### src/rtl/seg7_pkg.sv
// seg7_pkg: shared types and constants for the seven-segment scan driver.
//   seg_t    - segment vector, seg[0]=a .. seg[6]=g, active-low
//   HEX_SEG  - active-low hex glyph table indexed by nibble value
//   SEG_OFF  - all segments dark
package seg7_pkg;

    typedef logic [0:6] seg_t;

    localparam seg_t SEG_OFF = 7'b1111111;

    // Glyphs for 0-9, A, b, C, d, E, F (leftmost literal bit is segment a).
    localparam seg_t HEX_SEG [16] = '{
        7'b0000001,  // 0
        7'b1001111,  // 1
        7'b0010010,  // 2
        7'b0000110,  // 3
        7'b1001100,  // 4
        7'b0100100,  // 5
        7'b0100000,  // 6
        7'b0001111,  // 7
        7'b0000000,  // 8
        7'b0000100,  // 9
        7'b0001000,  // A
        7'b1100000,  // b
        7'b0110001,  // C
        7'b1000010,  // d
        7'b0110000,  // E
        7'b0111000   // F
    };

endpackage

### src/rtl/seg7_hex_decode.sv
// seg7_hex_decode: combinational hex nibble to active-low segment pattern.
//   nibble  in   4-bit value to display
//   seg     out  active-low segments a..g
module seg7_hex_decode
    import seg7_pkg::*;
(
    input  logic [3:0] nibble,
    output logic [0:6] seg
);

    // Table lookup of the glyph for the incoming nibble.
    always_comb begin
        seg = HEX_SEG[nibble];
    end

endmodule

### src/rtl/seg7_scan_driver.sv
// seg7_scan_driver: time-multiplexed NUM_DIGITS seven-segment display driver
// with per-digit decimal points, leading-zero suppression, 16-level PWM
// brightness and a frame-aligned valid/ready load path.
//   clk_100MHz   in   system clock
//   reset        in   asynchronous active-high reset
//   load_value   in   hex nibbles, nibble i -> digit i (digit 0 rightmost)
//   load_dp      in   decimal-point enables, 1 = lit
//   load_valid   in   load request
//   load_ready   out  pending slot free
//   lz_suppress  in   leading-zero suppression enable (live)
//   blank        in   force all outputs dark (live)
//   brightness   in   0 = dimmest, 15 = full on (live)
//   seg          out  active-low segments a..g
//   dp           out  active-low decimal point
//   an           out  active-low anodes
module seg7_scan_driver
    import seg7_pkg::*;
#(
    parameter int CLK_HZ     = 100_000_000,
    parameter int REFRESH_HZ = 1000,
    parameter int NUM_DIGITS = 4
) (
    input  logic                    clk_100MHz,
    input  logic                    reset,
    input  logic [4*NUM_DIGITS-1:0] load_value,
    input  logic [NUM_DIGITS-1:0]   load_dp,
    input  logic                    load_valid,
    output logic                    load_ready,
    input  logic                    lz_suppress,
    input  logic                    blank,
    input  logic [3:0]              brightness,
    output logic [0:6]              seg,
    output logic                    dp,
    output logic [NUM_DIGITS-1:0]   an
);

    localparam int TICKS  = CLK_HZ / REFRESH_HZ;
    localparam int TICK_W = $clog2(TICKS);
    localparam int IDX_W  = (NUM_DIGITS > 1) ? $clog2(NUM_DIGITS) : 1;
    localparam int VAL_W  = 4 * NUM_DIGITS;

    logic [TICK_W-1:0]     tick_cnt_r;
    logic [IDX_W-1:0]      digit_idx_r;
    logic [VAL_W-1:0]      shadow_value_r;
    logic [NUM_DIGITS-1:0] shadow_dp_r;
    logic [VAL_W-1:0]      pending_value_r;
    logic [NUM_DIGITS-1:0] pending_dp_r;
    logic                  pending_full_r;
    logic [0:6]            seg_r;
    logic                  dp_r;
    logic [NUM_DIGITS-1:0] an_r;

    logic                  tick_wrap_s;
    logic                  digit_wrap_s;
    logic                  frame_end_s;
    logic                  xfer_s;
    logic [3:0]            nibble_s;
    logic                  dp_bit_s;
    logic [0:6]            digit_seg_s;
    logic                  upper_nz_s;
    logic                  suppress_s;
    logic [31:0]           on_ticks_s;
    logic                  slot_on_s;
    logic [NUM_DIGITS-1:0] anode_sel_s;
    logic [0:6]            seg_next_s;
    logic                  dp_next_s;
    logic [NUM_DIGITS-1:0] an_next_s;

    // Frame position and handshake qualifiers.
    always_comb begin
        tick_wrap_s  = (tick_cnt_r == TICK_W'(TICKS - 1));
        digit_wrap_s = (digit_idx_r == IDX_W'(NUM_DIGITS - 1));
        frame_end_s  = tick_wrap_s && digit_wrap_s;
        load_ready   = !pending_full_r;
        xfer_s       = load_valid && !pending_full_r;
    end

    // Prescaler and digit scan counters; they free-run, even while blanked.
    always_ff @(posedge clk_100MHz or posedge reset) begin
        if (reset) begin
            tick_cnt_r  <= {TICK_W{1'b0}};
            digit_idx_r <= {IDX_W{1'b0}};
        end else if (tick_wrap_s) begin
            tick_cnt_r <= {TICK_W{1'b0}};
            if (digit_wrap_s) begin
                digit_idx_r <= {IDX_W{1'b0}};
            end else begin
                digit_idx_r <= digit_idx_r + IDX_W'(1);
            end
        end else begin
            tick_cnt_r <= tick_cnt_r + TICK_W'(1);
        end
    end

    // Pending/shadow double buffer: shadow only changes at a frame end, so a
    // frame is always drawn from one consistent value.
    always_ff @(posedge clk_100MHz or posedge reset) begin
        if (reset) begin
            pending_value_r <= {VAL_W{1'b0}};
            pending_dp_r    <= {NUM_DIGITS{1'b0}};
            pending_full_r  <= 1'b0;
            shadow_value_r  <= {VAL_W{1'b0}};
            shadow_dp_r     <= {NUM_DIGITS{1'b0}};
        end else begin
            // A transfer needs an empty pending slot, so it can never collide
            // with the frame-end move below; a frame-end transfer waits a frame.
            if (xfer_s) begin
                pending_value_r <= load_value;
                pending_dp_r    <= load_dp;
                pending_full_r  <= 1'b1;
            end else if (frame_end_s && pending_full_r) begin
                shadow_value_r <= pending_value_r;
                shadow_dp_r    <= pending_dp_r;
                pending_full_r <= 1'b0;
            end else begin
                pending_full_r <= pending_full_r;
            end
        end
    end

    // Select the current digit's nibble, dp bit and anode pattern, and find
    // whether any nibble at or above the current digit is non-zero.
    always_comb begin
        nibble_s    = 4'h0;
        dp_bit_s    = 1'b0;
        upper_nz_s  = 1'b0;
        anode_sel_s = {NUM_DIGITS{1'b1}};
        for (int i = 0; i < NUM_DIGITS; i++) begin
            nibble_s = (digit_idx_r == IDX_W'(i)) ? shadow_value_r[i*4 +: 4] : nibble_s;
            dp_bit_s = (digit_idx_r == IDX_W'(i)) ? shadow_dp_r[i] : dp_bit_s;
            anode_sel_s[i] = (digit_idx_r != IDX_W'(i));
            upper_nz_s = upper_nz_s
                       | ((IDX_W'(i) >= digit_idx_r) && (shadow_value_r[i*4 +: 4] != 4'h0));
        end
    end

    seg7_hex_decode u_hex_decode (
        .nibble (nibble_s),
        .seg    (digit_seg_s)
    );

    // Brightness gate and blanking/suppression priority for the next output.
    always_comb begin
        // (brightness+1)/16 of the slot; 15 yields exactly TICKS (full duty).
        on_ticks_s = ((32'(brightness) + 32'd1) * 32'(TICKS)) >> 4;
        slot_on_s  = (32'(tick_cnt_r) < on_ticks_s);
        // Digit 0 is never suppressed so an all-zero value still shows "0".
        suppress_s = lz_suppress && (digit_idx_r != {IDX_W{1'b0}}) && !upper_nz_s;
        if (blank) begin
            an_next_s  = {NUM_DIGITS{1'b1}};
            seg_next_s = SEG_OFF;
            dp_next_s  = 1'b1;
        end else begin
            an_next_s  = slot_on_s ? anode_sel_s : {NUM_DIGITS{1'b1}};
            seg_next_s = suppress_s ? SEG_OFF : digit_seg_s;
            dp_next_s  = ~dp_bit_s;
        end
    end

    // Registered display outputs, one cycle behind the counter state.
    always_ff @(posedge clk_100MHz or posedge reset) begin
        if (reset) begin
            an_r  <= {NUM_DIGITS{1'b1}};
            seg_r <= SEG_OFF;
            dp_r  <= 1'b1;
        end else begin
            an_r  <= an_next_s;
            seg_r <= seg_next_s;
            dp_r  <= dp_next_s;
        end
    end

    assign an  = an_r;
    assign seg = seg_r;
    assign dp  = dp_r;

endmodule

### config.mk
export PLATFORM = sky130hd
export DESIGN_NAME = seg7_scan_driver
export DESIGN_NICKNAME = d
export VERILOG_FILES = /design/src/rtl/seg7_pkg.sv /design/src/rtl/seg7_hex_decode.sv /design/src/rtl/seg7_scan_driver.sv
export SDC_FILE = /design/constraint.sdc
export NUM_CORES = 1
export LEC_CHECK = 0
export ABC_AREA = 1
export BUFFER_PORTS_ARGS = -buffer_cell sky130_fd_sc_hd__buf_2
export CORE_MARGIN = 2
export CORE_UTILIZATION = 30
export CTS_BUF_LIST = sky130_fd_sc_hd__clkbuf_8
export DETAILED_ROUTE_END_ITERATION = 10
export PLACE_DENSITY_LB_ADDON = 0.1
export SETUP_SLACK_MARGIN = 0.05
export SLEW_MARGIN = 20
export SYNTH_ARGS = -nofsm -noshare
export SYNTH_HDL_FRONTEND = slang
export SYNTH_SLANG_ARGS = --single-unit
### constraint.sdc
create_clock -name clk_100MHz -period 2.42 [get_ports clk_100MHz]
set_input_delay 0.121 -clock clk_100MHz [delete_from_list [all_inputs] [get_ports clk_100MHz]]
set_output_delay 0.121 -clock clk_100MHz [all_outputs]
set_load 0.01 [all_outputs]
[Word level (Yosys, flattened, before mapping)]
Memories as Yosys holds them, arrays and structs flattened.
Cells that the tools add are included.
Word-level totals
  register bits after elaboration: 72
  memory bits (read-only): 112
  input bits: 29
  output and inout port bits: 13
  logic and storage cells: 72
  memories kept: 1
Operators by class
  add/sub/neg operators: 3
  multiply operators: 1
  order comparisons: 6
  eq/ne operators: 7
  multiplexer cells: 19
  bitwise logic cells: 6
  reductions and logical operators: 19
Memories
  (name not given): depth 16, width 7, read ports 1, clocked after Yosys merged registers in 0, write ports 0, line seg7_hex_decode.sv:13  | seg = HEX_SEG[nibble];
Operator list (count)
  $mux W7: 4
  $mux W4: 6
  $lt A17 B18 Y1: 1
  $add A17 B1 Y17 const B: 1
  $eq A17 B17 Y1 const B: 1
  $mul A5 B12 Y17 const B: 1
  $mux W17: 1
  $reduce_bool A4 Y1: 4
  $logic_and A1 B1 Y1: 9
  $mux W1: 7
  $add A4 B1 Y5 const B: 1
  $ge A5 B5 Y1 const B: 1
  $not A4 Y5: 1
  $eq A2 B2 Y1 const B: 2
  $ge A1 B2 Y1 const A: 2
  $ge A2 B2 Y1 const A: 2
  $ne A2 B2 Y1 const B: 2
  $reduce_bool A2 Y1: 2
  $or A1 B1 Y1: 3
  $add A2 B1 Y2 const B: 1
  $eq A2 B1 Y1 const B: 1
  $logic_not A1 Y1: 2
  $logic_not A2 Y1: 1
  $mux W2: 1
  other kinds (3): 4

[Depth between registers and ports, before layout]
Gate-level depths: netlist of run 1.
  depth in word-level cells: 11
  gate-level depth with buffers: 26
  depth with buffers taken out: 26

[By module]
A second synthesis of run 1 with hierarchy kept.
Unflattened totals
  cells, all modules: 574
  area total of the unflattened synthesis: 4802.1 um2
By module, submodules not included
  seg7_scan_driver: times used 1, cells an instance 525, area each 4528.1 um2, seq. area each 1816.7 um2
  seg7_hex_decode: times used 1, cells an instance 49, area each 274.0 um2, seq. area each 0.0 um2

[Least setup slack after synthesis of run 1]
No wires, ideal clock.
  kind: input -> register
  start point: input port brightness[0]
  end point: register an_r[0] (netlist: an[0])
  setup time: 79 ps
  arrival: 3368 ps
  required time: 2341 ps
  setup slack: -1028 ps
  stages: 23
  path buffers: 0
  cell sequence: ha_1 xor2_1 ha_1 xor2_1 ha_1 ha_1 ha_1 inv_1 nor3_1 a21oi_1 o21bai_1 xnor2_1 ha_1 a21oi_1 nor3_1 nor3_1 nand2_1 nand2_1 nand2_1 nand2_1 nand2_1 nand2_1 nand2_1
Between the ends
  longest elaborated chain between the ends: 5
RTL lines
  start, declared: line seg7_scan_driver.sv:31  | input logic [3:0] brightness,
  $add A4 B1 Y5: line seg7_scan_driver.sv:145  | on_ticks_s = ((32'(brightness) + 32'd1) * 32'(TICKS)) >> 4;
  $mul A5 B12 Y17: line seg7_scan_driver.sv:145
  $lt A17 B18 Y1: line seg7_scan_driver.sv:146  | slot_on_s = (32'(tick_cnt_r) < on_ticks_s);
  $mux W4: line seg7_scan_driver.sv:154  | an_next_s = slot_on_s ? anode_sel_s : {NUM_DIGITS{1'b1}};
  $mux W4: line seg7_scan_driver.sv:149  | if (blank) begin
  named net an_next_s[0]: line seg7_scan_driver.sv:67  | logic [NUM_DIGITS-1:0] an_next_s;
  end signal, assigned: line seg7_scan_driver.sv:163  | an_r <= {NUM_DIGITS{1'b1}};
  end signal, assigned: line seg7_scan_driver.sv:167  | an_r <= an_next_s;
  end, declared: line seg7_scan_driver.sv:51  | logic [NUM_DIGITS-1:0] an_r;
The timed path passes the listed nets, and every way through them passes these cells.
A chain may end at the register's enable or synchronous reset.

[Worst setup path after layout of run 1]
  start point: input port brightness[0]
  end point: register an_r[1] (netlist: an[1])
The elaborated chain is that of the path after synthesis.

==> flow_metrics.tcl, run 1 <==
set metrics [dict create \
    status "finished with violations" \
    violations "setup timing" \
    drv_cap 0 \
    hold_path.class "in2reg" \
    path_clk_slew_ns 0.08 \
    r2r_start "digit_idx_r[1]$_DFFE_PP0N_" \
    nets 772 \
    gp_congestion 0.8226 \
    antenna_found_initial 0 \
    p_leak_uw 0.003178 \
    numCtsBuffers 9 \
    period_minus_slack_ns 3.086 \
    detail_route.wirelength_um 10790 \
    synth_nets 660 \
    grt_pass1_vias 3910 \
    avgSynthCellArea_um2 8.389 \
    yosys_warnings 0 \
    synthToLayoutAreaGrowth_pct 31.39 \
    startpoint_type "input pin" \
    groute.usage.overall_pct 13.62 \
    design.portCount 42 \
    synthCells 573 \
    antenna_left 0 \
    placedCellCount 869 \
    min_from "load_value[11]" \
    cp_data_required_time_ns 2.71 \
    syn_area_mm2 0.004807 \
    htree_levels 3 \
    layout_common_cells "82 x inv_1, 70 x nand2_1, 60 x dfrtp_1, 53 x nor2_1, 53 x buf_4" \
    drtIter0Drc 190 \
    ir_drop_mv 0.3240 \
    fin_skew_ns 0.009643 \
    drv_slew 0 \
    power.density_mw_per_mm2 512.2 \
    cts_sinks 72 \
    fin_ws_ns -0.6659 \
    instances_no_fill 906 \
    synthDistinctLibCells 41 \
    start_util_pct 30.48 \
    grt_first_pass_wirelength_um 18160 \
    die-area_mm2 0.01705 \
    final_common_cell "inv_1" \
    via_per_inst 4.377 \
    hpwl_um 8521 \
    cp-startpoint "brightness[0]" \
    setup-violations-final 4 \
    rsz0062_at_grt "true" \
    die_h_um 130.6 \
    die_x_um 130.6 \
    fp.coreArea_mm2 0.01577 \
    endpoint_kind "flop" \
    clk_latency_ns 0.36 \
    rows 46 \
    synth_seq_cells 72 \
    cts_root_buf "clkbuf_8" \
    ys_seq_area_share_pct 37.79 \
    port-buffer-count 41 \
    vias 3966 \
    final_area_mm2 0.006316 \
    firstDrtPassIters 4 \
    hold_viol 0 \
    antenna_cells 0 \
    cts_tree "done" \
    grt_max_degree 36 \
    wl_per_cell_um 11.91 \
    drive_gt1_share_pct 32.90 \
    finalCritPeriodShare_pct 127.5 \
    place_area_mm2 0.005778 \
    crit_type "in2reg" \
    arrival_ns 3.38 \
    overflow 0 \
    cts_buffer_depth 2 \
    fmaxAchievable_mhz 324.1 \
    drc_errors 0 \
    worstPathMaxFanout 4 \
]
worst max-delay path: stages:
cell and delay (ns):
buf_8 0.11, ha_4 0.17, xor2_4 0.21, ha_4 0.17, xor2_1 0.15, ha_2 0.30
ha_4 0.22, ha_4 0.27, inv_4 0.04, nor3_4 0.15, a21oi_2 0.09, buf_4 0.14
xor2_1 0.13, ha_1 0.32, a21oi_2 0.14, o21a_1 0.12, nand2_1 0.06, nand2_1 0.05
nand2_1 0.05, nand2_1 0.05, nand2_1 0.05, nand2_1 0.05, nand2_1 0.05, nand2_2 0.08
nand2_1 0.06
flip-flops by register name, summed over array words and instances, names as in the netlist:
signal           flops
pending_dp_r         4
dp                   1
digit_idx_r          2
pending_full_r       1
shadow_dp_r          4
tick_cnt_r          17
shadow_value_r      16
pending_value_r     16
an                   4
seg                  7
final cells by class:
type	instances	area [um2]
clock buffer	10	137.6
clock inverter	6	60.06
fill	1665	9454
inverter	99	375.4
multi-input combinational	389	2806
sequential	72	1817
tap	216	270.3
timing repair buffer	114	849.6
repair_timing:
item	CTS	global route
gates resized for setup	18	16
hold buffers	17	0
buffers inserted	3	1
endpoints found under the hold margin	23	0
setup endpoints to repair	4	9
pin swaps	24	7
cell usage after synthesis:
cell,instances,area share (%)
a21boi_0,1,0.16
a21o_1,2,0.31
a21oi_1,47,4.9
a21oi_2,1,0.18
a31o_2,1,0.18
a31oi_1,1,0.13
buf_2,3,0.31
buf_6,4,0.94
clkbuf_1,5,0.39
clkbuf_2,1,0.10
clkinv_1,2,0.16
clkinv_2,1,0.10
conb_1,1,0.078
dfrtp_1,60,31
dfstp_2,12,6.6
fa_1,1,0.42
ha_1,57,15
inv_1,86,6.7
inv_2,10,0.78
nand2_1,74,5.8
nand2_2,20,2.6
nand3_1,21,2.2
nand3_2,1,0.21
nand3_4,1,0.36
nand3b_1,3,0.47
nand4_1,6,0.78
nor2_1,53,4.1
nor2_4,2,0.47
nor3_1,11,1.1
nor3_2,3,0.62
nor4_1,5,0.65
o211ai_1,5,0.78
o21a_1,1,0.16
o21ai_0,14,1.5
o21ai_1,6,0.62
o21ai_2,23,4.2
o21bai_1,3,0.47
o31ai_1,3,0.47
or2_2,1,0.13
xnor2_1,7,1.3
xor2_1,14,2.6
layer usage:
layer / GRT usage, % / wire length [um] / vias to the layer above
met4: 5.006 / 183 / 0
met1: 18.01 / 5323 / 1828
met2: 22.09 / 5014 / 41
met3: 2.850 / 272 / 13
met5: 0 / 0 / -
li1: - / - / 2084
kinds of logic after synthesis:
family	Yosys count	share of synthesized area, %
DFF	72	37.79
buffers and inverters	112	9.500
AOI/OAI and AO/OA	108	14.00
adders and majority gates	58	15.25
other	1	0.07801
xor gates and xnor gates	21	3.826
and+or+nand+nor	201	19.55
final timing paths:
check                      slack [ns]  depth (start not counted)                               to
max                             -0.67                         25                  an[1]$_DFF_PP1_
min in group asynchronous        0.32                          3  pending_value_r[15]$_DFFE_PP0P_
min reg2reg                      0.49                          2    shadow_value_r[6]$_DFFE_PP0P_
max in group asynchronous        1.48                          4   pending_value_r[2]$_DFFE_PP0P_
max reg2reg                      0.14                         11                 seg[3]$_DFF_PP1_
min                              0.02                          3  pending_value_r[11]$_DFFE_PP0P_
where the power goes:
| part | internal [uW] | total, uW | switching (uW) |
|---|---|---|---|
| Combinational | 498 | 1010 | 507 |
| Clock | 500 | 967 | 467 |
| Sequential | 1250 | 1260 | 11.1 |
metrics by stage:
stage	TNS (ns)	total power [uW]	hold WS, ns	setup slack [ns]	util, %
after global routing	-3.599	3473	0.01805	-0.9019	40.05
after CTS	-2.585	3246	0.0002766	-0.6489	39.68
after detailed placement	-5.070	2187	0.1713	-1.269	36.64
after global placement	-5.217	2181	0.1654	-1.304	36.64
after floorplan	-3.270	1862	0.2269	-0.8176	-
final	-2.656	3235	0.01998	-0.6659	40.05
(Power assumes the default switching activity.)
==> inputs of run 2 (changes only) <==
==> constraint.sdc (replaced) <==
create_clock -name clk_100MHz -period 3.9 [get_ports clk_100MHz]
set_input_delay 0.195 -clock clk_100MHz [delete_from_list [all_inputs] [get_ports clk_100MHz]]
set_output_delay 0.195 -clock clk_100MHz [all_outputs]
set_load 0.01 [all_outputs]
==> flow_metrics.tcl, run 2 (synthesized netlist as in run 1, its figures left out) <==
set metrics [dict create \
    status "finished with violations" \
    violations "hold timing" \
    grt_first_pass_wirelength_um 17640 \
    fmaxAchievable_mhz 285.0 \
    cts_buffer_depth 2 \
    final_common_cell "inv_1" \
    startpoint_type "input pin" \
    hold_buffers 0 \
    power.net_switching_uw 553.1 \
    clk_latency_ns 0.36 \
    drv_cap 0 \
    rows 46 \
    pwr-share-clk_pct 30.6 \
    setup-violations-final 0 \
    antenna_cells 0 \
    hold_path.class "in2async" \
    path_clk_slew_ns 0.08 \
    grt_pass1_vias 3697 \
    fin_ws_ns 0.3917 \
    grt_max_degree 47 \
    internal_power_uw 1201 \
    endpoint_kind "flop" \
    max_slew.worst_pin.slew_ns 0.9603 \
    pre_cts_ws_ns -0.02113 \
    gp_congestion 0.7937 \
    nets 710 \
    die_h_um 130.6 \
    cts_sinks 72 \
    worstPathMaxFanout 4 \
    detail_route.wirelength_um 10420 \
    design.portCount 42 \
    slew_headroom_pct 35.30 \
    crit_type "in2reg" \
    layout_common_cells "86 x inv_1, 73 x nand2_1, 60 x dfrtp_1, 57 x ha_1, 53 x nor2_1" \
    antenna_left 0 \
    n_fill_cell 1716 \
    antenna_found_initial 0 \
    hpwl_um 8194 \
    cts_tree "done" \
    groute.usage.overall_pct 13.42 \
    period_minus_slack_ns 3.508 \
    start_util_pct 30.48 \
    drc_errors 0 \
    drive_gt1_share_pct 23.73 \
    ff_latch_area_mm2 0.001817 \
    overflow 0 \
    drv_slew 0 \
    via_per_inst 4.380 \
    timing.hold.ws_ns -0.03350 \
    comb_power_share_pct 24.7 \
    wl_per_cell_um 12.35 \
    finalCritPeriodShare_pct 89.96 \
    pwr-share-seq_pct 44.6 \
    die_x_um 130.6 \
    multi_input_area_mm2 0.002560 \
    die-area_mm2 0.01705 \
    tns_ns 0 \
    arrival_ns 3.82 \
    cp_data_required_time_ns 4.21 \
    vias 3697 \
    reg_top3 "tick_cnt_r: 17 flops, pending_value_r: 16 flops, shadow_value_r: 16 flops" \
    fp.coreArea_mm2 0.01577 \
    ir_drop_mv 0.1731 \
    synthToLayoutAreaGrowth_pct 14.03 \
    cts_root_buf "clkbuf_8" \
    fin_skew_ns 0.007613 \
    port-buffer-count 41 \
    power.density_mw_per_mm2 320.0 \
    firstDrtPassIters 4 \
    htree_levels 3 \
    largest_reg_flops 17 \
    rsz0062_at_grt "false" \
    hold_viol 36 \
    p_leak_uw 0.002846 \
    largest_register "tick_cnt_r" \
    switching_share_pct 31.54 \
    numCtsBuffers 9 \
    drtIter0Drc 219 \
]
## run 2: cell types whose count changed in the layout (fill, tap and decap cells not counted), moves of 4 or more
cell           delta
buf_4            -42
dlygate4sd3_1    -17
ha_1             +14
inv_2             -4
ha_4             -11
a21oi_1           +4
inv_1             +4
## run 2: worst paths after layout
check                                            from                    endpoint  slack, ns  cells past startpoint
min in group clk_100MHz                    load_valid  pending_full_r$_DFFE_PP0P_       0.05                      3
max in group asynchronous                       reset                dp$_DFF_PP1_       3.06                      3
setup reg to reg           digit_idx_r[0]$_DFFE_PP0N_            seg[3]$_DFF_PP1_       1.20                      9
setup / recovery                        brightness[0]             an[3]$_DFF_PP1_       0.39                     24
hold / removal                                  reset    tick_cnt_r[14]$_DFF_PP0_      -0.03                      2
hold reg to reg               tick_cnt_r[0]$_DFF_PP0_     tick_cnt_r[0]$_DFF_PP0_       0.48                      1
## run 2: per-stage QoR
stage / hold slack (ns) / utilization, % / power, uW / cell area, um2 / instances
after floorplan: 0.3016 / - / 1098 / 4807 / 573
after global placement: 0.4062 / 33.44 / 1222 / 5274 / 827
final: -0.03350 / 34.76 / 1754 / 5482 / 844
after CTS: 0.01918 / 34.54 / 1782 / 5446 / 843
after global routing: 0.02158 / 34.76 / 1893 / 5482 / 844
after detailed placement: 0.4108 / 33.44 / 1228 / 5274 / 827
## run 2: critical path, stage by stage
cell and delay, ns:
buf_2 0.13, ha_1 0.24, nand3_1 0.13, inv_1 0.08, ha_1 0.30, ha_1 0.34, ha_1 0.30, ha_1 0.33
a21oi_1 0.21, o21ai_1 0.09, a21oi_1 0.18, o21ai_1 0.12, xnor2_1 0.15, ha_1 0.28, inv_1 0.05, nor3_1 0.20
nor3_1 0.06, nand2_1 0.06, nand2_1 0.04, nand2_1 0.05, nand2_1 0.04, nand2_1 0.05, nand2_1 0.09, nand2_1 0.08
## run 2: power by group through the flow
stage	combinational, uW	clock [uW]	sequential (uW)
after floorplan	300	0	799
after global placement	425	0	797
after detailed placement	431	0	797
after CTS	434	566	783
after global routing	511	595	786
final	434	537	783
## run 2: what timing repair did
item	CTS	global route
setup buffers	0	1
setup endpoints to repair	0	4
resized for setup	0	4
## run 2: layer usage
metal | global-route usage (%) | vias up | routed length, um | part of all wire [%]
li1 | - | 1955 | - | -
met1 | 17.98 | 1681 | 5257 | 50
met2 | 21.38 | 49 | 4689 | 45
met3 | 2.362 | 12 | 281 | 2.7
met4 | 5.820 | 0 | 193 | 1.9
met5 | 0 | - | 0 | 0
## run 2: final cells by class
cell class                 count  area share (%)
multi-input combinational    389           46.70
tap                          216           4.930
clock inverter                 6          0.6391
timing repair buffer          52           5.250
inverter                      99           6.825
clock buffer                  10           2.511
sequential                    72           33.14
